## src/rtl/ppfifo_pattern_source.sv

```systemverilog
// ppfifo_pattern_source: user-side test data source for a ping-pong FIFO write port.
// Each run writes write_count words in one of four patterns (INC, LFSR, WALK1, CONST),
// split into bursts no larger than the granted channel's capacity.
//
// Handshake: a channel is requested only while activate==0 and its ready bit is set.
// Activate is granted one-hot on the lowest ready channel. One strobe per cycle follows,
// starting the cycle after activate rises. Activate drops the cycle after the last strobe.
// Strobe is never high while activate is zero.
module ppfifo_pattern_source #(
  parameter int                    DATA_WIDTH  = 32,
  parameter int                    CHANNELS    = 2,
  parameter int                    COUNT_WIDTH = 24,
  parameter logic [DATA_WIDTH-1:0] LFSR_TAPS   = DATA_WIDTH'(32'h80200003)
) (
  input  logic                   clk,
  input  logic                   rst,
  input  logic                   enable,
  input  logic [1:0]             mode,
  input  logic [DATA_WIDTH-1:0]  seed,
  input  logic [COUNT_WIDTH-1:0] write_count,
  output logic                   busy,
  output logic                   finished,
  output logic [COUNT_WIDTH-1:0] words_written,
  input  logic [CHANNELS-1:0]    ready,
  output logic [CHANNELS-1:0]    activate,
  input  logic [COUNT_WIDTH-1:0] fifo_size,
  output logic [DATA_WIDTH-1:0]  fifo_data,
  output logic                   strobe,
  output logic [2:0]             state_dbg
);

  typedef enum logic [2:0] {
    S_IDLE     = 3'd0,
    S_GRANT    = 3'd1,
    S_WRITE    = 3'd2,
    S_RELEASE  = 3'd3,
    S_FINISHED = 3'd4
  } state_t;

  localparam logic [1:0] MODE_INC   = 2'd0;
  localparam logic [1:0] MODE_LFSR  = 2'd1;
  localparam logic [1:0] MODE_WALK1 = 2'd2;

  state_t                 state;
  logic [1:0]             mode_q;
  logic [DATA_WIDTH-1:0]  pat;        // word to emit on the next strobe
  logic [COUNT_WIDTH-1:0] remaining;  // words still to write in this run
  logic [COUNT_WIDTH-1:0] burst;      // words in the current buffer
  logic [COUNT_WIDTH-1:0] burst_cnt;  // strobes issued in the current buffer

  logic [CHANNELS-1:0]    lowest_ready;
  logic [COUNT_WIDTH-1:0] burst_calc;
  logic [DATA_WIDTH-1:0]  walk_shift;
  logic [DATA_WIDTH-1:0]  start_word;
  logic [DATA_WIDTH-1:0]  next_word;

  assign state_dbg = state;

  // Grant selection and burst sizing: isolate the lowest set ready bit; burst = min(size, remaining)
  always_comb begin
    lowest_ready = ready & (~ready + CHANNELS'(1));
    burst_calc   = (fifo_size < remaining) ? fifo_size : remaining;
  end

  // First word of a run, derived from the live mode/seed inputs at start
  always_comb begin
    walk_shift = DATA_WIDTH'(seed % DATA_WIDTH);
    case (mode)
      MODE_INC:   start_word = seed;
      MODE_LFSR:  start_word = (seed == '0) ? '1 : seed;  // an all-zero LFSR would lock up
      MODE_WALK1: start_word = DATA_WIDTH'(1) << walk_shift;
      default:    start_word = seed;
    endcase
  end

  // Successor of the current pattern word, following the mode latched at start
  always_comb begin
    case (mode_q)
      MODE_INC:   next_word = pat + DATA_WIDTH'(1);
      MODE_LFSR:  next_word = (pat >> 1) ^ (pat[0] ? LFSR_TAPS : '0);
      MODE_WALK1: next_word = {pat[DATA_WIDTH-2:0], pat[DATA_WIDTH-1]};
      default:    next_word = pat;
    endcase
  end

  // Run controller: start, grant, burst write, release, finish, and abort on enable drop
  always_ff @(posedge clk or posedge rst) begin
    if (rst) begin
      state         <= S_IDLE;
      busy          <= 1'b0;
      finished      <= 1'b0;
      words_written <= '0;
      activate      <= '0;
      strobe        <= 1'b0;
      fifo_data     <= '0;
      mode_q        <= '0;
      pat           <= '0;
      remaining     <= '0;
      burst         <= '0;
      burst_cnt     <= '0;
    end else begin
      strobe <= 1'b0;
      if ((state == S_GRANT || state == S_WRITE || state == S_RELEASE) && !enable) begin
        // Abort: the partially filled buffer is committed by dropping activate
        activate <= '0;
        busy     <= 1'b0;
        finished <= 1'b0;
        state    <= S_IDLE;
      end else begin
        case (state)
          S_IDLE: begin
            if (enable && !finished) begin
              mode_q        <= mode;
              pat           <= start_word;
              remaining     <= write_count;
              words_written <= '0;
              if (write_count == '0) begin
                finished <= 1'b1;
                state    <= S_FINISHED;
              end else begin
                busy  <= 1'b1;
                state <= S_GRANT;
              end
            end
          end
          S_GRANT: begin
            if (activate == '0 && ready != '0) begin
              activate  <= lowest_ready;
              burst     <= burst_calc;
              burst_cnt <= '0;
              state     <= S_WRITE;
            end
          end
          S_WRITE: begin
            if (burst_cnt == burst) begin
              // A zero-size buffer still sees activate for one cycle, then a retry
              activate <= '0;
              state    <= S_RELEASE;
            end else begin
              strobe        <= 1'b1;
              fifo_data     <= pat;
              pat           <= next_word;
              burst_cnt     <= burst_cnt + COUNT_WIDTH'(1);
              remaining     <= remaining - COUNT_WIDTH'(1);
              words_written <= words_written + COUNT_WIDTH'(1);
            end
          end
          S_RELEASE: begin
            if (remaining == '0) begin
              busy     <= 1'b0;
              finished <= 1'b1;
              state    <= S_FINISHED;
            end else begin
              state <= S_GRANT;
            end
          end
          S_FINISHED: begin
            if (!enable) begin
              finished <= 1'b0;
              state    <= S_IDLE;
            end
          end
          default: state <= S_IDLE;
        endcase
      end
    end
  end

endmodule
```

## config.mk

```make
export PLATFORM = sky130hd
export DESIGN_NAME = ppfifo_pattern_source
export DESIGN_NICKNAME = d
export VERILOG_FILES = /design/src/rtl/ppfifo_pattern_source.sv
export SDC_FILE = /design/constraint.sdc
export NUM_CORES = 1
export LEC_CHECK = 0
export CAP_MARGIN = 10
export CELL_PAD_IN_SITES_DETAIL_PLACEMENT = 0
export CELL_PAD_IN_SITES_GLOBAL_PLACEMENT = 1
export CORE_UTILIZATION = 35
export DETAILED_ROUTE_END_ITERATION = 10
export PLACE_DENSITY_LB_ADDON = 0.1
export SYNTH_ARGS = -nofsm -noshare
export SYNTH_HDL_FRONTEND = slang
export SYNTH_SLANG_ARGS = --single-unit
```

## constraint.sdc

```tcl
create_clock -name clk -period 9.1 [get_ports clk]
set_input_delay 1.82 -clock clk [delete_from_list [all_inputs] [get_ports clk]]
set_output_delay 1.82 -clock clk [all_outputs]
set_load 0.02 [all_outputs]
```

### Word-level counts from Yosys, hierarchy flattened

Cells that the tools add are included.

| storage, ports and cells | value |
|---|---|
| output and inout bits | 64 |
| logic and storage cells | 116 |
| input port bits | 87 |
| register bits | 170 |

| cells by class | value |
|---|---|
| bitwise operators | 5 |
| add/subtract/negate cells | 5 |
| equal/unequal tests | 20 |
| shifts and indexed selects | 1 |
| order comparisons | 1 |
| reductions and logical operators | 29 |
| muxes and demuxes | 43 |

Operators by type and width:

| operator | count |
|---|---|
| $mux W24 | 7 |
| $pmux W24 S2 | 3 |
| $mux W32 | 4 |
| $pmux W32 S2 | 2 |
| $pmux W32 S3 | 1 |
| $add A24 B1 Y24 const B | 2 |
| $logic_not A24 Y1 | 2 |
| $add A32 B1 Y32 const B | 1 |
| $logic_not A32 Y1 | 1 |
| $shl A1 B5 Y32 const A | 1 |
| $xor A31 B32 Y32 | 1 |
| $eq A24 B24 Y1 | 1 |
| $lt A24 B24 Y1 | 1 |
| $sub A24 B1 Y24 const B | 1 |
| $mux W3 | 7 |
| $reduce_and A4 Y1 | 4 |
| $pmux W3 S5 | 1 |
| $mux W1 | 12 |
| $ne A3 B3 Y1 const B | 4 |
| $reduce_and A3 Y1 | 4 |
| $reduce_and A5 Y1 | 2 |
| $ne A3 B1 Y1 const B | 3 |
| $eq A3 B2 Y1 const B | 2 |
| $mux W2 | 3 |
| 22 further kinds | 34 |

### Depth between registers and ports, before layout

Gate-level depths: netlist (run 1).

| depth | value |
|---|---|
| depth in word-level cells | 6 |
| gate-level depth with buffers | 10 |
| gate-level depth less buffers | 8 |

### Worst setup path after synthesis (run 1)

No wires, ideal clock.

| timing path | value |
|---|---|
| path type | input port to flip-flop |
| start | input fifo_size[17] |
| end | register burst[11] |
| setup slack | 5.299 ns |
| library setup time | 0.126 ns |
| buffers on the path | 1 |
| cell stages on the path | 8 |
| required time | 8.974 ns |
| arrival | 3.675 ns |
| path through | ha_1 -> a21o_1 -> a221oi_1 -> o211ai_1 -> a211oi_1 -> clkbuf_1 -> nand3b_1 -> o311a_1 |

| on the way | value |
|---|---|
| longest elaborated chain between the ends | 2 |

Ends and longest elaborated chain:

| what | RTL line | text |
|---|---|---|
| start, declared | 26 | `input logic [COUNT_WIDTH-1:0] fifo_size,` |
| $lt A24 B24 Y1 | 62 | `burst_calc = (fifo_size < remaining) ? fifo_size : remaining;` |
| $mux W24 | 62 |  |
| end signal, assigned | 129 | `burst <= burst_calc;` |
| end, declared | 48 | `logic [COUNT_WIDTH-1:0] burst;` |

No other way between the ends.
A chain may end at the register's enable or synchronous reset.

### Final worst setup path (run 1)

| timing path | value |
|---|---|
| start | input fifo_size[13] |
| end | register burst[23] |

Same word-level chain as after synthesis.

==> results of run 1 <==
-- routing by layer --
metal / up-vias / share of wire (%) / routed length (µm) / track usage, %
li1: 5563 / - / - / -
met1: 5859 / 45 / 19200 / 33.1
met2: 367 / 49 / 20700 / 40.3
met3: 40 / 4.6 / 1950 / 3.50
met4: 0 / 1.8 / 785 / 6.68
met5: - / 0 / 0 / 0
-- flip-flops by register name, summed over array words and instances (netlist names), 3 cells and up --
| name | count |
|---|---|
| burst_cnt | 24 |
| remaining | 24 |
| fifo_data | 32 |
| pat | 32 |
| words_written | 24 |
| burst | 24 |
| state_dbg | 3 |
-- through the flow --
stage                     std cells  utilization [%]
final                          1960             42.7
after global placement         1929             40.9
after floorplan                1428                -
after global routing           1960             42.7
after CTS                      1960             42.7
after detailed placement       1929             40.9
-- cell type report --
class | count | area, µm² | share of cell area (%)
inverter | 47 | 181 | 1.27
tap | 448 | 561 | 3.92
timing repair buffer | 168 | 1640 | 11.4
clock buffer | 20 | 467 | 3.26
clock inverter | 11 | 136 | 0.953
sequential | 170 | 4250 | 29.7
multi-input combinational | 1096 | 7080 | 49.4
-- cells by family after synthesis --
family / synth area share, %
simple gates: 21.4
compound gates: 27.9
flops: 35.6
buf+inv: 5.55
mux: 3.92
fa+ha+maj: 3.35
xor+xnor: 2.27
-- worst min path at each step --
stage | from | to | slack (ns)
floorplan | pat[29]$_DFFE_PP0P_ | pat[29]$_DFFE_PP0P_ | 0.52
global placement | fifo_data[4]$_DFFE_PP0P_ | fifo_data[4]$_DFFE_PP0P_ | 0.46
detailed placement | fifo_data[4]$_DFFE_PP0P_ | fifo_data[4]$_DFFE_PP0P_ | 0.47
CTS | fifo_data[4]$_DFFE_PP0P_ | fifo_data[4]$_DFFE_PP0P_ | 0.49
global route | fifo_data[4]$_DFFE_PP0P_ | fifo_data[4]$_DFFE_PP0P_ | 0.50
finish | fifo_data[4]$_DFFE_PP0P_ | fifo_data[4]$_DFFE_PP0P_ | 0.49
-- power by group through the flow --
stage	combinational, W	clock, W	sequential (W)
6_report	0.00195	0.000776	0.00140
5_1_grt	0.00215	0.000826	0.00144
4_1_cts	0.00195	0.000800	0.00139
3_5_place_dp	0.00195	0	0.00140
3_3_place_gp	0.00193	0	0.00140
2_1_floorplan	0.00135	0	0.00130
-- Yosys cell counts, types with 6 or more instances --
| library cell | count |
|---|---|
| dfrtp_1 | 170 |
| nand2_1 | 137 |
| a21oi_1 | 121 |
| nor2_1 | 118 |
| o21ai_0 | 85 |
| clkbuf_1 | 82 |
| nand3_1 | 58 |
| inv_1 | 47 |
| ha_1 | 32 |
| a22oi_1 | 31 |
| mux2_2 | 30 |
| nor3_1 | 30 |
| o221ai_1 | 30 |
| o31ai_1 | 27 |
| nor4_1 | 25 |
| o311a_1 | 24 |
| nand4_1 | 21 |
| or4_1 | 21 |
| or2_2 | 18 |
| buf_2 | 17 |
| xnor2_1 | 17 |
| a31oi_1 | 16 |
| a211oi_1 | 15 |
| xor2_1 | 14 |
| mux2i_1 | 13 |
| nand3b_1 | 13 |
| o211ai_1 | 13 |
| o21a_1 | 13 |
| or3_1 | 13 |
| a221oi_1 | 12 |
| a2bb2oi_1 | 12 |
| a21o_1 | 10 |
| buf_4 | 9 |
| o2111ai_1 | 8 |
| and2_1 | 7 |
| buf_1 | 7 |
| nand2b_1 | 7 |
| o22ai_1 | 7 |
| a221o_1 | 6 |
| nor2b_1 | 6 |
-- critical path, stage by stage --
cell             delay (ns)
clkdlybuf4s50_1        0.47
ha_1                   0.34
a21o_1                 0.18
a21o_1                 0.17
a21o_1                 0.19
a21oi_1                0.77
and2_1                 0.96
o311a_1                0.29
==> results.md, run 1 <==
* Post-synth top area share at 35.6%
* Setup Buffers After CTS at 0
* Startpoint types: input port
* Gp weighted congestion at just under 0.9
* Worst rel slew slack at between 20% and 30%
* Clock buffer depth at 2
* Type of the most critical hold path: reg -> reg
* WL final at around 43 mm
* # diodes at 0
* Clock-pin slew on the worst setup and hold paths at around 0.07 ns
* Final Cycle Share at 52.8%
* Layout cells sized above 1 at 8.13%
* Post-Syn Area per Cell at approximately 8.4 µm²
* P&R area growth vs syn at 19.9%
* Final Hold Fails at 0
* # clock sinks at 170
* Final Cell Area at between 10000 and 15000 µm²
* Post_cts resized at 0
* Die Span Y at roughly 190 µm
* Most frequent cells in the layout: dfrtp_1 (170), clkdlybuf4s50_1 (150), nand2_1 (137), a21oi_1 (121), nor2_1 (118)
* Status: complete, no violations
* Cells on worst reg2reg path at 8
* Critical Path Start: fifo_size[13]
* Seq/Total Area, Yosys at a little over a third
* Placed Area at approximately 14000 µm²
* Cell row count at 67
* Clock latency at the later pin of the worst-skew pair at about 0.46 ns
* Commonest non-fill, non-tap cell in the layout: dfrtp_1
* Setup tns final at 0 ns
* WL/cell at roughly 22 µm
* CTS Hold Bufs at 0
* Number of port buffers at 150
* Detail Route Antenna Nets at 0
* DP HPWL at around 29 mm
* Cell-internal power at between 0.002 and 0.0025 W
* Leakage at between 5 and 6 nW
* Initial Util at between 30% and 40%
* Flop2flop setup slack at roughly 5.6 ns
* Fin nets at around 1600
* Number of synthesized flops with an enable pin at 0
* Worst flop-to-flop path endpoint: burst[23]$_DFFE_PP0P_
* Crit Path Category: in -> reg
* CP max FO at 24
* Top cells by area, synth: dfrtp_1 (36%), a21oi_1 (5.1%), nand2_1 (4.3%), nor2_1 (3.7%), o21ai_0 (3.6%)
* Async S/R FF share, synth at 100%
* Number of global-route vias before repair at roughly 11000
* Root Buffer: clkbuf_16
* Pre-CTS setup slack at 3.91 ns
* Ys flop type: dfrtp_1
* Worst setup EP type: register
* Syn Inst Count at about 1400
* 1st-iter DRT viols at 981
* CP arrival at between 5 and 6 ns
* Largest net degree at the start of global routing at 83
* TritonCTS clock tree: built
* Yosys reg bits at 170
* Seq pwr share at 33.9%
* Max VDD drop at between 0.00015 and 0.0002 V
* Die Area at roughly 35000 µm²
* Core area at between 30000 and 40000 µm²
* FILL cells at ~3400
* Number of library cell types mapped by synthesis at 80
* Worst setup path end: burst[23]$_DFFE_PP0P_
* FF-to-FF Start: remaining[13]$_DFFE_PP0P_
* Maxcap violations at 0
* Hold slack at 0.487 ns
* Pwr Density at 288 nW/µm²
* Drt first pass iters at 7
* Sw Ratio at a little under half
* H-tree levels at 4
* Slew @ Worst Pin at around 1.1 ns
* Antenna violations before repair at 0
* CTS Buf Count at 17
* Hold path depth at 2
* YS warnings at 0
* RSZ-0062 raised after global routing: false
* P_sw at ~0.0019 W
* Vias per inst at between 6 and 7
* CP Data Required Time at roughly 9.5 ns
* Slew Viols, Final at 0
* Clk network pwr share at around a fifth
* Fmax achieved at around 210 MHz
* Via count at about 12000
* Post-Syn Nets at 1547
* First-pass GRT wire length at roughly 67 mm
* Final setup violating endpoints at 0
* Total power at ~0.004 W
* Worst setup margin at approximately 4.3 ns
* Residual DRC at 0
* Post-route minimum period at between 4 and 5 ns
* Top-Level Pins at 151
* All-layer global routing usage at about a quarter
* Clk_skew at 0.0167 ns
* Gr ovfl total at 0
* Mapped cell area at approximately 12000 µm²
* Die Wd at 187 µm
* Yosys top cell by area: dfrtp_1
* Part of the power in combinational logic at a little under half
Power figures use the tool's default switching activity.
==> run 2: changes to the inputs <==
==> constraint.sdc (replaced) <==
create_clock -name clk -period 4.9 [get_ports clk]
set_input_delay 0.98 -clock clk [delete_from_list [all_inputs] [get_ports clk]]
set_output_delay 0.98 -clock clk [all_outputs]
set_load 0.02 [all_outputs]
==> run 2 against run 1 <==
Setup slack got worse by 2.8 ns. Worst hold slack improved by 0.0041 ns. Combinational power grew 89%. Largest cell class unchanged. Largest power group unchanged. Highest routed layer unchanged.
==> results.md, run 2 (synthesis results as in run 1) <==
* Status: complete, no violations
* # clock sinks at 170 (unchanged)
* FILL cells at 3393 (+0.088%)
* Placed cells at 1943 (+0.73%)
* P&R area growth vs syn at 20.9%
* Setup Buffers After CTS at 0 (unchanged)
* WL final at 42.5 mm (-0.26%)
* Die Span Y at 187 µm (unchanged)
* FF-to-FF Start: burst_cnt[2]$_DFFE_PP0P_
* Worst path max stage delay at 0.60 ns (-0.36 ns)
* Top delay family on crit path: compound AO/OA/AOI/OAI gates
* First-pass GRT wire length at 67.3 mm (+0.26%)
* # diodes at 0 (unchanged)
* Worst setup EP type: register
* Commonest non-fill, non-tap cell in the layout: dfrtp_1
* Most frequent cells in the layout: dfrtp_1 (170), clkdlybuf4s50_1 (150), nand2_1 (137), a21oi_1 (121), nor2_1 (118)
* All-layer global routing usage at 24.4% (about the same)
* Slew @ Worst Pin at 1.02 ns (-0.0850 ns)
* Via count at 11857 (+0.24%)
* Vias per inst at 6.00 (-0.52%)
* Initial Util at 35.6% (unchanged)
* Largest net degree at the start of global routing at 76 (-8.4%)
* RSZ-0062 raised after global routing: false
* Register area at 4250 µm² (unchanged)
* Gp weighted congestion at 0.878 (+0.23%)
* CTS Buf Count at 17 (unchanged)
* Clock-pin slew on the worst setup and hold paths at 0.07 ns (about the same)
* Top Registers: fifo_data: 32 flops, pat: 32 flops
* Post-route minimum period at 3.38 ns
* 1st-iter DRT viols at 739 (-25%)
* Residual DRC at 0 (unchanged)
* Root Buffer: clkbuf_16
* Multi-input gate area at 7080 µm² (unchanged)
* H-tree levels at 4 (unchanged)
* Final Cycle Share at between 60% and 70%
* Startpoint types: input port
* Maxcap violations at 0 (unchanged)
* CP max FO at 14 (-42%)
* Cell row count at 67 (unchanged)
* Number of port buffers at 150 (unchanged)
* Setup tns final at 0 ns (unchanged)
* Drt first pass iters at 7 (unchanged)
* Worst flop-to-flop path endpoint: fifo_data[26]$_DFFE_PP0P_
* Fin nets at 1633 (+0.86%)
* Detail Route Antenna Nets at 0 (unchanged)
* Die Area at 34900 µm² (unchanged)
* Leakage at 5.66 nW (+1.3%)
* Flop2flop setup slack at 1.62 ns (-3.94 ns)
* Die Wd at 187 µm (unchanged)
* CP dominant cell by count: o21a_1
* Fmax achieved at 296 MHz
* Cells on worst reg2reg path at 6 (-2)
* Type of the most critical hold path: reg -> reg
* Max VDD drop at 0.000272 V (+39%)
* Layout cells sized above 1 at 9.04% (+0.90 points)
* Finished Layout Cells at 1975 (+0.77%)
* Final Hold Fails at 0 (unchanged)
* Number of global-route vias before repair at 11448 (+2.2%)
* Top-Level Pins at 151 (unchanged)
* Number of buffers and inverters on the critical path at 2 (+1)
* Gr ovfl total at 0 (unchanged)
* Final setup violating endpoints at 0 (unchanged)
* Slew Viols, Final at 0 (unchanged)
* Hold EP: fifo_data[29]$_DFFE_PP0P_
* Total power at 0.00766 W (+86%)
* Crit Path Category: in -> reg
* TritonCTS clock tree: built
* Hold path depth at 2 (unchanged)
* Pwr Density at 531 nW/µm² (+84%)
* Clk_skew at 0.0181 ns (+0.00139 ns)
* Clock latency at the later pin of the worst-skew pair at 0.46 ns (about the same)
* Post_cts resized at 0 (unchanged)
* Slowest stage cell, crit path: a211oi_2
* Antenna violations before repair at 0 (unchanged)
* CTS Hold Bufs at 0 (unchanged)
* Core area at 33500 µm² (unchanged)
* DP HPWL at 30.2 mm (+3.5%)
* Worst rel slew slack at 31.9% (+6.7 points)
* WL/cell at 21.5 µm (-1.0%)
* CP arrival at 3.72 ns (-1.46 ns)
* CP cell instances: clkdlybuf4s50_1, nand2b_1, a211oi_2, o41a_1, o21a_1, buf_4, nand3_1, o21a_1
* Hold_sp: fifo_data[29]$_DFFE_PP0P_
* Clock buffer depth at 2 (unchanged)
* CP Data Required Time at 5.24 ns (-4.24 ns)
## run 2: how the worst max path moves through the flow
stage	cells after the start	end	slack, ns	start
floorplan	1	activate[0]$_DFFE_PP0P_	1.75	rst
global placement	10	burst[20]$_DFFE_PP0P_	1.10	fifo_size[18]
detailed placement	8	pat[16]$_DFFE_PP0P_	1.09	enable
CTS	10	burst[15]$_DFFE_PP0P_	1.57	fifo_size[18]
global route	8	pat[21]$_DFFE_PP0P_	1.30	enable
finish	8	pat[17]$_DFFE_PP0P_	1.52	enable
## run 2: routing by layer
metal,routed length [µm],track usage (%),vias up
met1,19300,32.6,5858
met2,20300,40.3,360
met3,1750,3.25,48
li1,-,-,5591
met4,1160,8.58,0
met5,0,0,-
## run 2: report_power, final
| part | internal (W) | switching [W] |
|---|---|---|
| combinational | 0.00150 | 0.00218 |
| sequential | 0.00188 | 0.000690 |
| clock | 0.000694 | 0.000723 |
## run 2: per-stage QoR
stage	hold WS [ns]	worst slack (ns)	utilization, %	cell area [µm²]
final	0.491	1.52	43.0	14400
after global routing	0.527	1.30	43.0	14400
after CTS	0.499	1.57	43.0	14400
after detailed placement	0.482	1.09	41.2	13800
after global placement	0.475	1.10	41.2	13800
after floorplan	0.517	1.75	-	11900
## run 2: area by class of cell
class | count | share of cell area (%)
inverter | 47 | 1.25
sequential | 170 | 29.5
clock buffer | 17 | 2.95
multi-input combinational | 1096 | 49.0
tap | 448 | 3.88
clock inverter | 15 | 1.26
timing repair buffer | 182 | 12.2
## run 2: tightest hold or removal path, delay by kind of cell, from the launching register on
kind | cells | cell delay, ns
compound gates | 1 | 0.06
simple gates | 1 | 0.05
flops | 1 | 0.35
==> run 3: changes to the inputs <==
==> constraint.sdc (replaced) <==
create_clock -name clk -period 3.4 [get_ports clk]
set_input_delay 0.68 -clock clk [delete_from_list [all_inputs] [get_ports clk]]
set_output_delay 0.68 -clock clk [all_outputs]
set_load 0.02 [all_outputs]
==> run 3 against run 2 <==
Clock skew shrank 0.0086 ns. Final cell count is 2.0% higher. Routed wire length is 1.7% higher.
==> results.md, run 3 (synthesis results as in run 1) <==
* Status: complete, no violations
* Setup tns final at 0 ns (unchanged)
* Post_cts resized at 0 (unchanged)
* Largest net degree at the start of global routing at 85 (+12%)
* Die Span Y at 187 µm (unchanged)
* Residual DRC at 0 (unchanged)
* Top delay family on crit path: compound AO/OA/AOI/OAI gates
* CTS Buf Count at 17 (unchanged)
* Final setup violating endpoints at 0 (unchanged)
* Fin nets at 1674 (+2.5%)
* Final Cycle Share at 88.4%
* Fmax achieved at 333 MHz
* Die Wd at 187 µm (unchanged)
* Hold path depth at 2 (unchanged)
* Clock buffer depth at 2 (unchanged)
* Die Area at 34900 µm² (unchanged)
* Leakage at 5.94 nW (+4.9%)
* Post-route minimum period at between 3 and 4 ns
* CP Data Required Time at 3.72 ns (-1.52 ns)
* All-layer global routing usage at 25.0% (+0.58 points)
* CP arrival at 3.32 ns (-0.40 ns)
* Finished Layout Cells at 2015 (+2.0%)
* Clock-pin slew on the worst setup and hold paths at 0.07 ns (about the same)
* First-pass GRT wire length at 68.6 mm (+1.9%)
* Drt first pass iters at 5 (-2)
* CP cell instances: xnor2_1, nand4_1, or4_1, o21ai_2, buf_4, a31oi_1, a2bb2oi_1
* Slowest stage cell, crit path: o21ai_2
* Gr ovfl total at 0 (unchanged)
* Final Hold Fails at 0 (unchanged)
* Vias per inst at 5.94 (-1.1%)
* RSZ-0062 raised after global routing: false
* Antenna violations before repair at 0 (unchanged)
* Worst path max stage delay at 0.76 ns (+0.16 ns)
* Root Buffer: clkbuf_16
* Initial Util at 35.6% (unchanged)
* Detail Route Antenna Nets at 0 (unchanged)
* Number of global-route vias before repair at 11435 (-0.11%)
* Crit Path Category: reg -> reg
* Placed cells at 1984 (+2.1%)
* Worst path depth at 7 (-1)
* Commonest non-fill, non-tap cell in the layout: dfrtp_1
* Top Registers: fifo_data: 32 flops, pat: 32 flops
* 1st-iter DRT viols at 1164 (+58%)
* H-tree levels at 4 (unchanged)
* Slew @ Worst Pin at 0.887 ns (-0.134 ns)
* Gp weighted congestion at 0.869 (-1.0%)
* # clock sinks at 170 (unchanged)
* CP max FO at 18 (+4)
* Layout cells sized above 1 at 11.4% (+2.3 points)
* Number of buffers and inverters on the critical path at 1 (-1)
* Cell row count at 67 (unchanged)
* # diodes at 0 (unchanged)
* Most frequent cells in the layout: dfrtp_1 (170), clkdlybuf4s50_1 (150), nand2_1 (137), a21oi_1 (121), nor2_1 (118)
* Number of port buffers at 150 (unchanged)
* CTS Hold Bufs at 0 (unchanged)
* Slew Viols, Final at 0 (unchanged)
* Core area at 33500 µm² (unchanged)
* Startpoint types: register
* Setup Buffers After CTS at 0 (unchanged)
* Worst setup margin at 0.395 ns (-1.13 ns)
* Cells on worst reg2reg path at 7 (+1)
* Clk_skew at 0.00948 ns (-0.00858 ns)
* Type of the most critical hold path: reg -> reg
* Worst setup EP type: register
* Via count at 11965 (+0.91%)
* Max VDD drop at 0.000404 V (+48%)
* Clock latency at the later pin of the worst-skew pair at 0.45 ns (about the same)
* P&R area growth vs syn at 24.9%
* WL final at 43.2 mm (+1.7%)
* Total power at 0.0116 W (+51%)
* DP HPWL at 30.8 mm (+2.0%)
* Top-Level Pins at 151 (unchanged)
* Worst rel slew slack at 40.8% (+8.9 points)
* Pre-CTS setup slack at 0.221 ns (-0.868 ns)
* TritonCTS clock tree: built
* Pwr Density at 778 nW/µm² (+46%)
* Maxcap violations at 0 (unchanged)
* Hold slack at 0.488 ns (-0.00252 ns)
* WL/cell at 21.4 µm (-0.35%)
run 3: worst paths after layout:
check | to | slack (ns) | from
hold reg to reg | fifo_data[4]$_DFFE_PP0P_ | 0.49 | fifo_data[4]$_DFFE_PP0P_
max in group asynchronous | pat[5]$_DFFE_PP0P_ | 2.13 | rst
setup / recovery | pat[7]$_DFFE_PP0P_ | 0.40 | burst[2]$_DFFE_PP0P_
min in group asynchronous | words_written[21]$_DFFE_PP0P_ | 0.59 | rst
hold / removal | fifo_data[4]$_DFFE_PP0P_ | 0.49 | fifo_data[4]$_DFFE_PP0P_
setup reg to reg | pat[7]$_DFFE_PP0P_ | 0.40 | burst[2]$_DFFE_PP0P_
run 3: per-stage QoR:
stage / area [µm²] / util, %
2_1_floorplan: 11900 / -
3_3_place_gp: 14200 / 42.5
6_report: 14900 / 44.5
3_5_place_dp: 14200 / 42.5
5_1_grt: 14900 / 44.5
4_1_cts: 14900 / 44.5
run 3: power by group:
group | total (W) | internal, W | switching (W)
clock network | 0.00231 | 0.00143 | 0.000878
registers | 0.00371 | 0.00271 | 0.000999
logic | 0.00558 | 0.00235 | 0.00323
run 3: layout make-up:
class	instances	area, µm²
Timing Repair Buffer	223	2160
Fill cell	3355	18600
Multi-Input combinational cell	1096	7080
Sequential cell	170	4250
Tap cell	448	561
Clock buffer	20	467
Inverter	47	180
Clock inverter	11	216
run 3: tightest hold or removal path, delay by kind of cell, from the launching register on:
kind	cells	cell delay (ns)
AOI/OAI and AO/OA	1	0.06
DFF	1	0.34
and+or+nand+nor	1	0.05
run 3: per-layer routing:
metal  GRT usage, %  wire length [µm]  up-vias
met5              0                 0        -
met4           8.23              1020        0
met3           3.42              2170       54
met2           41.8             21100      419
met1           33.1             18900     5820
li1               -                 -     5672
